## src/rtl/ibex_rf_wport_sched.sv

```systemverilog
// Register file write-port scheduler: arbitrates core writeback against debug writes and runs a clear sequence.
// Define IBEX_RF_CLEAR_ON_RESET_EN to start a clear sequence automatically when reset is released.
module ibex_rf_wport_sched #(
  parameter bit          RV32E      = 1'b0,
  parameter int unsigned DataWidth  = 32,
  parameter int unsigned DbgMaxWait = 4
) (
  input  logic                 clk_i,
  input  logic                 rst_i,
  input  logic                 clear_req_i,
  output logic                 clear_busy_o,
  output logic                 clear_done_o,
  input  logic                 wb_we_i,
  input  logic [4:0]           wb_waddr_i,
  input  logic [DataWidth-1:0] wb_wdata_i,
  output logic                 wb_gnt_o,
  input  logic                 dbg_req_i,
  input  logic [4:0]           dbg_waddr_i,
  input  logic [DataWidth-1:0] dbg_wdata_i,
  output logic                 dbg_gnt_o,
  output logic                 rf_we_o,
  output logic [4:0]           rf_waddr_o,
  output logic [DataWidth-1:0] rf_wdata_o,
  output logic                 illegal_waddr_o
);

  localparam int unsigned NumWords = RV32E ? 16 : 32;
  localparam logic [4:0]  LastAddr = 5'(NumWords - 1);
  localparam logic [3:0]  MaxWait  = 4'(DbgMaxWait);

  typedef enum logic {
    IDLE,
    CLEAR
  } state_e;

  state_e         state_q;
  logic [3:0]     wait_cnt_q;
  logic [4:0]     seq_addr_q;

  logic           arb_en;
  logic           forced;
  logic           any_gnt;
  logic [4:0]     gnt_addr;
  logic [DataWidth-1:0] gnt_data;
  logic           addr_illegal;

  // A pending clear request blocks both requesters in the cycle it is accepted.
  assign arb_en    = (state_q == IDLE) & ~clear_req_i;
  assign forced    = dbg_req_i & (wait_cnt_q == MaxWait);
  assign wb_gnt_o  = arb_en & wb_we_i & ~forced;
  assign dbg_gnt_o = arb_en & dbg_req_i & (~wb_we_i | forced);

  assign any_gnt      = wb_gnt_o | dbg_gnt_o;
  assign gnt_addr     = dbg_gnt_o ? dbg_waddr_i : wb_waddr_i;
  assign gnt_data     = dbg_gnt_o ? dbg_wdata_i : wb_wdata_i;
  assign addr_illegal = RV32E & gnt_addr[4];

  always_ff @(posedge clk_i) begin
    if (rst_i) begin
`ifdef IBEX_RF_CLEAR_ON_RESET_EN
      state_q      <= CLEAR;
      clear_busy_o <= 1'b1;
`else
      state_q      <= IDLE;
      clear_busy_o <= 1'b0;
`endif
      wait_cnt_q      <= 4'd0;
      seq_addr_q      <= 5'd1;
      clear_done_o    <= 1'b0;
      rf_we_o         <= 1'b0;
      rf_waddr_o      <= 5'd0;
      rf_wdata_o      <= '0;
      illegal_waddr_o <= 1'b0;
    end else begin
      rf_we_o         <= 1'b0;
      clear_done_o    <= 1'b0;
      illegal_waddr_o <= 1'b0;
      case (state_q)
        IDLE: begin
          if (!dbg_req_i || dbg_gnt_o) begin
            wait_cnt_q <= 4'd0;
          end else if (wait_cnt_q != MaxWait) begin
            wait_cnt_q <= wait_cnt_q + 4'd1;
          end
          if (clear_req_i) begin
            state_q      <= CLEAR;
            clear_busy_o <= 1'b1;
          end else if (any_gnt) begin
            // x0 and non-existent registers are accepted but never written.
            rf_we_o         <= (gnt_addr != 5'd0) & ~addr_illegal;
            rf_waddr_o      <= gnt_addr;
            rf_wdata_o      <= gnt_data;
            illegal_waddr_o <= addr_illegal;
          end
        end
        CLEAR: begin
          rf_we_o    <= 1'b1;
          rf_waddr_o <= seq_addr_q;
          rf_wdata_o <= '0;
          if (seq_addr_q == LastAddr) begin
            clear_done_o <= 1'b1;
            clear_busy_o <= 1'b0;
            state_q      <= IDLE;
            seq_addr_q   <= 5'd1;
          end else begin
            seq_addr_q <= seq_addr_q + 5'd1;
          end
        end
        default: state_q <= IDLE;
      endcase
    end
  end

endmodule

```

## config.mk

```make
export PLATFORM = sky130hd
export DESIGN_NAME = ibex_rf_wport_sched
export DESIGN_NICKNAME = d
export VERILOG_FILES = /design/src/rtl/ibex_rf_wport_sched.sv
export SDC_FILE = /design/constraint.sdc
export NUM_CORES = 1
export LEC_CHECK = 0
export CAP_MARGIN = 20
export CORE_MARGIN = 2
export CORE_UTILIZATION = 30
export CTS_BUF_LIST = sky130_fd_sc_hd__clkbuf_8
export DETAILED_ROUTE_END_ITERATION = 10
export PLACE_DENSITY = 0.7
export SYNTH_ARGS = -nofsm -noshare
export SYNTH_HDL_FRONTEND = slang
export SYNTH_SLANG_ARGS = --single-unit
```

## constraint.sdc

```tcl
create_clock -name clk_i -period 3.5 [get_ports clk_i]
set_input_delay 0.525 -clock clk_i [delete_from_list [all_inputs] [get_ports clk_i]]
set_output_delay 0.525 -clock clk_i [all_outputs]
set_load 0.03 [all_outputs]
```

* After elaboration in Yosys (flattened, before gate mapping) *
Index checks and enable logic that the tools add are counted.

word-level totals
  flip-flop bits (word level) = 50
  input port bits = 79
  output and inout bits = 43
  word-level logic and storage cells = 58

operators by class
  add/sub/neg operators = 2
  equality and inequality tests = 7
  multiplexer cells = 21
  bitwise logic cells = 12
  reductions and logical operators = 8

operators with widths
  operator                                       count
  two-way mux 32 bit                             3
  one-hot mux 32 bit (2 select lines)            1
  two-way mux 5 bit                              4
  one-hot mux 5 bit (2 select lines)             1
  two-way mux 4 bit                              2
  two-way mux 1 bit                              7
  AND 1 bit                                      6
  != test 2 bit, second input constant           3
  one-hot mux 1 bit (2 select lines)             3
  AND reduction 2 bit                            3
  adder 5 x 1 -> 5 bit, second input constant    1
  == test 5 bit, second input constant           1
  nonzero test 5 bit                             1
  adder 4 x 1 -> 4 bit, second input constant    1
  == test 4 x 3 -> 1 bit, second input constant  1
  != test 4 x 3 -> 1 bit, second input constant  1
  inverter 1 bit                                 4
  != test 2 x 1 -> 1 bit, second input constant  1
  bitwise OR 1 bit                               2
  nonzero test 2 bit                             1
  OR reduction 2 bit                             1
  zero test 1 bit                                1
  logical OR 1 bit                               1

* Longest topological paths before layout *
Gate-level depths: netlist (run 1).

  depth in word-level cells = 9
  depth in mapped cells = 7
  gate-level depth less buffers = 7

* Worst setup path before layout (run 1) *
Ideal clock, no wire load.

  path type = register to output
  from = register wait_cnt_q[0]
  to = output port wb_gnt_o
  arrival = 1.474 ns
  required time = 2.975 ns
  slack = 1.501 ns
  stages on the path, launching flop included = 6
  path buffers = 1
  cells stage by stage = dfxtp_1 > inv_1 > ha_1 > and3b_1 > buf_6 > a21oi_1

on the way
  longest elaborated chain between the ends = 4

RTL lines
  what                      RTL line  RTL
  start: declaration        37        logic [3:0] wait_cnt_q;
  start signal: assignment  83        wait_cnt_q <= wait_cnt_q + 4'd1;
  == test 4 x 3 -> 1 bit    49        assign forced = dbg_req_i & (wait_cnt_q == MaxWait);
  AND 1 bit                 49
  inverter 1 bit            50        assign wb_gnt_o = arb_en & wb_we_i & ~forced;
  AND 1 bit                 50
  end: declaration          16        output logic wb_gnt_o,

Every way passes these cells.

* Final worst setup path (run 1) *
  from = input port clear_req_i
  to = output port dbg_gnt_o

on the way
  longest elaborated chain between the ends = 4

RTL lines
  what                     RTL line  RTL
  start: declaration       10        input logic clear_req_i,
  inverter 1 bit           48        assign arb_en = (state_q == IDLE) & ~clear_req_i;
  AND 1 bit                48
  AND 1 bit (2 in series)  51        assign dbg_gnt_o = arb_en & dbg_req_i & (~wb_we_i | forced);
  end: declaration         20        output logic dbg_gnt_o,

Every way passes these cells.

==> results of run 1 <==
worst paths after layout:
path	to	slack, ns	depth (start not counted)	from
min reg2reg	rf_wdata_o[17]	0.45	2	rf_wdata_o[17]
min	rf_wdata_o[17]	0.45	2	rf_wdata_o[17]
max	dbg_gnt_o	0.68	3	clear_req_i
max reg2reg	rf_wdata_o[31]	1.39	3	state_q
where the power goes:
group | total (mW) | switching [mW] | internal (mW)
clock network | 0.349 | 0.190 | 0.159
logic | 0.373 | 0.182 | 0.191
registers | 0.641 | 0.0304 | 0.611
worst register-to-register path, stage by stage (launching register included):
cell	delay (ns)
dfxtp_1	0.93
inv_1	0.32
nand2_2	0.53
o21ai_0	0.21
metal layers:
metal	global-route usage	vias up	routed length, um
li1	-	1130	-
met4	0.0282	0	42
met1	0.182	1035	2840
met5	0	-	0
met3	0.0382	4	390
met2	0.260	70	3320
layout make-up:
type                       count  area [um2]
inverter                       6        22.5
fill                         751        3970
clock buffer                   6        82.6
sequential                    50        1000
timing repair buffer         124        1230
tap                          102         128
clock inverter                 2        12.5
multi-input combinational    184        1240
logic make-up (layout without fill, tap and decap cells):
family          after synthesis  after routing  share of synthesized area
mux                          39             39                      0.166
simple gates                 70             70                      0.146
fa+ha+maj                     4              4                     0.0211
compound gates               70             70                      0.188
flops                        50             50                      0.422
buf+inv                      21            138                     0.0554
other cells                   1              1                    0.00158
per-stage QoR:
| step | setup slack (ns) | hold slack [ns] | util | power, mW |
|---|---|---|---|---|
| finish | 0.677 | 0.450 | 0.483 | 1.36 |
| global route | 0.564 | 0.474 | 0.483 | 1.43 |
| CTS | 0.681 | 0.454 | 0.483 | 1.38 |
| detailed placement | 0.669 | 0.441 | 0.471 | 1.03 |
| global placement | 0.719 | 0.434 | 0.471 | 1.03 |
| floorplan | 1.50 | 0.448 | - | 0.840 |
flip-flops by register name (all words and copies together) (netlist names):
name and flops:
clear_busy_o 1, wait_cnt_q 4, clear_done_o 1, seq_addr_q 5, rf_we_o 1, state_q 1
rf_wdata_o 32, rf_waddr_o 5
placed cells by master, fill, tap and decap left out, types with 2 or more instances in the layout:
| cell | netlist | layout |
|---|---|---|
| clkdlybuf4s50_1 | 0 | 120 |
| inv_1 | 6 | 6 |
| ha_1 | 4 | 4 |
| nor4_1 | 3 | 3 |
| mux2i_1 | 37 | 37 |
| dfxtp_1 | 50 | 50 |
| clkbuf_8 | 0 | 6 |
| nand2b_1 | 2 | 2 |
| or3_1 | 2 | 2 |
| nand2_1 | 42 | 42 |
| nor2_1 | 10 | 10 |
| o21a_1 | 2 | 2 |
| a21oi_1 | 8 | 8 |
| mux2_2 | 2 | 2 |
| a32oi_1 | 2 | 2 |
| buf_4 | 4 | 4 |
| o21ai_1 | 11 | 11 |
| a31oi_1 | 3 | 3 |
| o21ai_0 | 30 | 30 |
| o31ai_1 | 2 | 2 |
| and3_1 | 3 | 3 |
==> impl_metrics.csv, run 1 <==
group,metric,value,unit
outcome,status,"finished, final reports clean",
placement,place.detailed.hpwl,5010,um
cts,cts_sinks,50,
pwr,power_leakage,1.37,nW
pwr,p_per_area,367,mW/mm2
cts,clock_path_buffers,2,
job,drv_cap,0,
drt,drtIter0Drc,22,
worst_setup_path,cp_num_buf_inv,2,
floorplan,pin_count,122,
worst_setup_path,cp-end-kind,"output pin",
timing,rsz0062_at_grt,"no",
logic_synthesis,synthArstFlopShare,0,
placement,place.gp.congestion,0.837,
cts,cts-htree-levels,2,
drt,vias_per_cell,4.72,
logic_synthesis,synth_area_per_cell,9.30,um2
worst_setup_path,cp_slowest_stage_delay,0.74,ns
logic_synthesis,synth_top_cell_by_area,"dfxtp_1",
floorplan,rows,32,
finish,area_growth_syn_to_layout,56.7,%
finish,final_cells,474,
worst_setup_path,critPathMaxFanout,9,
placement,place_area,0.00362,mm2
drt,totalWireLength,6600,um
timing,hold_viol_final,0,
worst_setup_path,worstSetupPathType,"input port to output pin",
timing,fin_crit,2.82,ns
drt,firstDrtPassIters,4,
worst_setup_path,crit_path_frequent_cell,"clkdlybuf4s50_1",
placement,io_buffers,120,
global_routing,grt_pass1_vias,2133,
placement,dp.cells,466,
drt,route.vias.total,2239,
logic_synthesis,synthFlopType,"dfxtp_1",
cts,cts_tree,"done",
cts,post_cts_buffers,0,
timing,post-route-period-util,0.806,
drt,wl_per_cell,13.9,um
logic_synthesis,synth_area_leaders,"dfxtp_1 (42%), mux2i_1 (16%), nand2_1 (6.6%), o21ai_0 (6.3%), o21ai_1 (2.3%)",
pwr,ir_worst_vdd,0.144,mV
logic_synthesis,syn_nets,338,
finish,nets,454,
logic_synthesis,syn-cell-area,0.00237,mm2
global_routing,grt_max_degree,35,
timing,maxSlewHeadroom,0.388,
logic_synthesis,synth_seq_cells,50,
worst_setup_path,critPathSlowestCell,"clkdlybuf4s50_1",
global_routing,grt_use_total,0.148,
finish,final_layout_size_suffix_gt1_frac,0.0618,
timing,setup_tns,0,ns
min_path,min_path_type,"flop to flop",
logic_synthesis,ys_warn_count,0,
floorplan,dieArea,0.00863,mm2
global_routing,grt_overflow,0,
drt,ant_nets,0,
logic_synthesis,syn_inst,255,
cts,cts_root_buffer,"clkbuf_8",
cts,cts_buffers,5,
logic_synthesis,synth_cell_types,44,
logic_synthesis,synth_common_cells,"dfxtp_1 (50), nand2_1 (42), mux2i_1 (37)",
logic_synthesis,synthMostInstantiatedCell,"dfxtp_1",
logic_synthesis,seq_area_frac_synth,0.422,
logic_synthesis,yosysTopAreaCellShare,0.422,
cts,cts_hold_buf,0,
worst_setup_path,critPathTopFamily,"buffers and inverters",
floorplan,start_util,0.308,
global_routing,grt_pass1_wl,10200,um
finish,antenna_cells,0,
cts,post_cts_resize_count,0,
floorplan,fp.dieW,92.9,um
cts,clock_latency,0.30,ns
timing,final_max_slew_viol_count,0,
timing,setup_violations,0,
logic_synthesis,synth_edf_count,0,
drt,drcViolationCount,0,
worst_setup_path,crit_chain,"clkdlybuf4s50_1, a2111oi_4, clkdlybuf4s50_1",
timing,fmax,354,MHz
floorplan,core_area,0.00769,mm2
cts,path_clk_slew,0.09,ns
timing,tightest_slew,0.916,ns
floorplan,die_h,92.9,um
finish,final_area,0.00372,mm2
timing,fin_skew,0.0100,ns
worst_setup_path,crit_path_start_kind,"input port",
global_routing,antenna_found_initial,0,
worst_setup_path,crit_arrival,2.30,ns
worst_setup_path,worstPathRequired,2.97,ns
No activity file was read; power rests on OpenSTA's default activity.
==> run 2: changes to the inputs <==
- clock period: 3.5 -> 2.9 ns (I/O delays scaled with it)
==> impl_metrics.csv, run 2 (synthesis results as in run 1) <==
group,metric,value,unit
drt,ant_nets,0,
drt,wl_met1,2850,um
worst_setup_path,cp-end-kind,"output pin",
cts,post_cts_resize_count,0,
floorplan,fp.dieW,92.9,um
timing,setup_violations,0,
drt,wl_per_cell,13.9,um
global_routing,grt_pass1_wl,10500,um
cts,clock_latency,0.30,ns
cts,cts_tree,"done",
worst_setup_path,reg2reg_to,"rf_waddr_o[0]",
drt,drcViolationCount,0,
floorplan,dieArea,0.00863,mm2
floorplan,core_area,0.00769,mm2
drt,totalWireLength,6650,um
worst_setup_path,crit_arrival,2.25,ns
drt,dr_wl_met2,3230,um
finish,mostFrequentLayoutCell,"clkdlybuf4s50_1",
timing,post-route-period-util,0.925,
finish,reg_top3,"rf_wdata_o (32), rf_waddr_o (5), seq_addr_q (5)",
pwr,power_leakage,1.41,nW
timing,setup_tns,0,ns
timing,rsz0062_at_grt,"no",
drt,drtIter0Drc,80,
min_path,whs_path_depth,2,
timing,fin_skew,0.0107,ns
timing,final_max_slew_viol_count,0,
cts,path_clk_slew,0.10,ns
placement,place.gp.congestion,0.877,
floorplan,start_util,0.308,
floorplan,pin_count,122,
worst_setup_path,r2r_cells,6,
finish,final_layout_size_suffix_gt1_frac,0.0743,
cts,cts_hold_buf,0,
cts,cts_sinks,50,
finish,antenna_cells,0,
min_path,min_path_type,"flop to flop",
cts,cts-htree-levels,2,
finish,area_growth_syn_to_layout,59.3,%
worst_setup_path,cp_slowest_stage_delay,0.74,ns
timing,tightest_slew,0.517,ns
timing,maxSlewHeadroom,0.652,
global_routing,grt_max_degree,31,
drt,route.vias.total,2287,
timing,fmax,373,MHz
worst_setup_path,crit_path_start_kind,"flop",
global_routing,grt_use_total,0.151,
global_routing,antenna_found_initial,0,
floorplan,die_h,92.9,um
worst_setup_path,crit_start,"wait_cnt_q[0]",
worst_setup_path,critPathSlowestCell,"clkdlybuf4s50_1",
job,drv_cap,0,
finish,layout_common_cells,"clkdlybuf4s50_1 (120), dfxtp_1 (50), nand2_1 (42)",
timing,fin_crit,2.68,ns
worst_setup_path,r2r_start,"wait_cnt_q[0]",
placement,place.detailed.hpwl,5160,um
pwr,p_per_area,446,mW/mm2
drt,top_layer_used,"met4",
placement,pre_cts_ws,0.256,ns
worst_setup_path,worstSetupPathType,"flop to output pin",
pwr,p_total,1.68,mW
cts,clock_path_buffers,2,
worst_setup_path,critPathMaxFanout,7,
cts,post_cts_buffers,0,
worst_setup_path,worstPathRequired,2.47,ns
finish,nets,459,
finish,top_register,"rf_wdata_o",
global_routing,grt_pass1_vias,2164,
outcome,status,"finished, final reports clean",
placement,io_buffers,120,
worst_setup_path,cp.depth,5,
drt,firstDrtPassIters,4,
pwr,ir_worst_vdd,0.179,mV
worst_setup_path,critPathTopFamily,"buffers and inverters",
cts,cts_buffers,5,
cts,cts_root_buffer,"clkbuf_8",
worst_setup_path,crit_chain,"inv_1, ha_1, nand3b_4, a2111oi_4, clkdlybuf4s50_1",
timing,hold_viol_final,0,
worst_setup_path,ff2ff_setup_slack,1.05,ns
timing,fin_ws,0.216,ns
worst_setup_path,endpoint,"dbg_gnt_o",
finish,largest_register_ffs,32,
drt,met3_length,516,um
drt,vias_per_cell,4.77,
global_routing,grt_overflow,0,
worst_setup_path,cp_num_buf_inv,2,
finish,nFillCells,760,
floorplan,rows,32,
## run 2: area by class of cell
| cell class | count | area (um2) | area share |
|---|---|---|---|
| Inverter | 6 | 22.5 | 0.00596 |
| Timing Repair Buffer | 129 | 1280 | 0.339 |
| Multi-Input combinational cell | 184 | 1240 | 0.328 |
| Sequential cell | 50 | 1000 | 0.265 |
| Clock inverter | 1 | 8.76 | 0.00232 |
| Clock buffer | 7 | 96.3 | 0.0255 |
| Tap cell | 102 | 128 | 0.0338 |
## run 2: worst min-delay path by stage
| stage | slack (ns) | endpoint | from |
|---|---|---|---|
| 4_1_cts | 0.45 | rf_wdata_o[17] | rf_wdata_o[17] |
| 5_1_grt | 0.47 | rf_wdata_o[19] | rf_wdata_o[19] |
| 3_5_place_dp | 0.44 | rf_wdata_o[30] | rf_wdata_o[30] |
| 2_1_floorplan | 0.45 | wait_cnt_q[3] | wait_cnt_q[3] |
| 3_3_place_gp | 0.43 | rf_wdata_o[24] | rf_wdata_o[24] |
| 6_report | 0.45 | rf_wdata_o[17] | rf_wdata_o[17] |
## run 2: worst min-delay path: cells and delay by family, from the launching register on
family / cells / cell delay (ns)
flip-flops: 1 / 0.31
AND/OR/NAND/NOR: 1 / 0.05
AO/OA/AOI/OAI: 1 / 0.05
## run 2: metal layers
metal / vias up / track usage
li1: 1147 / -
met1: 1048 / 0.185
met2: 86 / 0.261
met3: 6 / 0.0439
met4: 0 / 0.0368
met5: - / 0
## run 2: stage by stage
| step | std cells | cell area (um2) | hold WS (ns) | util |
|---|---|---|---|---|
| final | 479 | 3780 | 0.448 | 0.491 |
| after global routing | 479 | 3780 | 0.469 | 0.491 |
| after CTS | 479 | 3780 | 0.454 | 0.491 |
| after detailed placement | 471 | 3670 | 0.441 | 0.478 |
| after global placement | 471 | 3670 | 0.434 | 0.478 |
| after floorplan | 255 | 2370 | 0.448 | - |
## run 2: power breakdown
| group | internal (mW) | total [mW] | switching, mW |
|---|---|---|---|
| clock network | 0.219 | 0.451 | 0.233 |
| logic | 0.237 | 0.467 | 0.229 |
| registers | 0.737 | 0.766 | 0.0294 |
==> run 3: changes to the inputs <==
- CTS_CLUSTER_SIZE: not set -> 28
- SKIP_LAST_GASP: not set -> 1
==> results of run 3 <==
Final layout, timing and power as in run 2 (identical DEF).
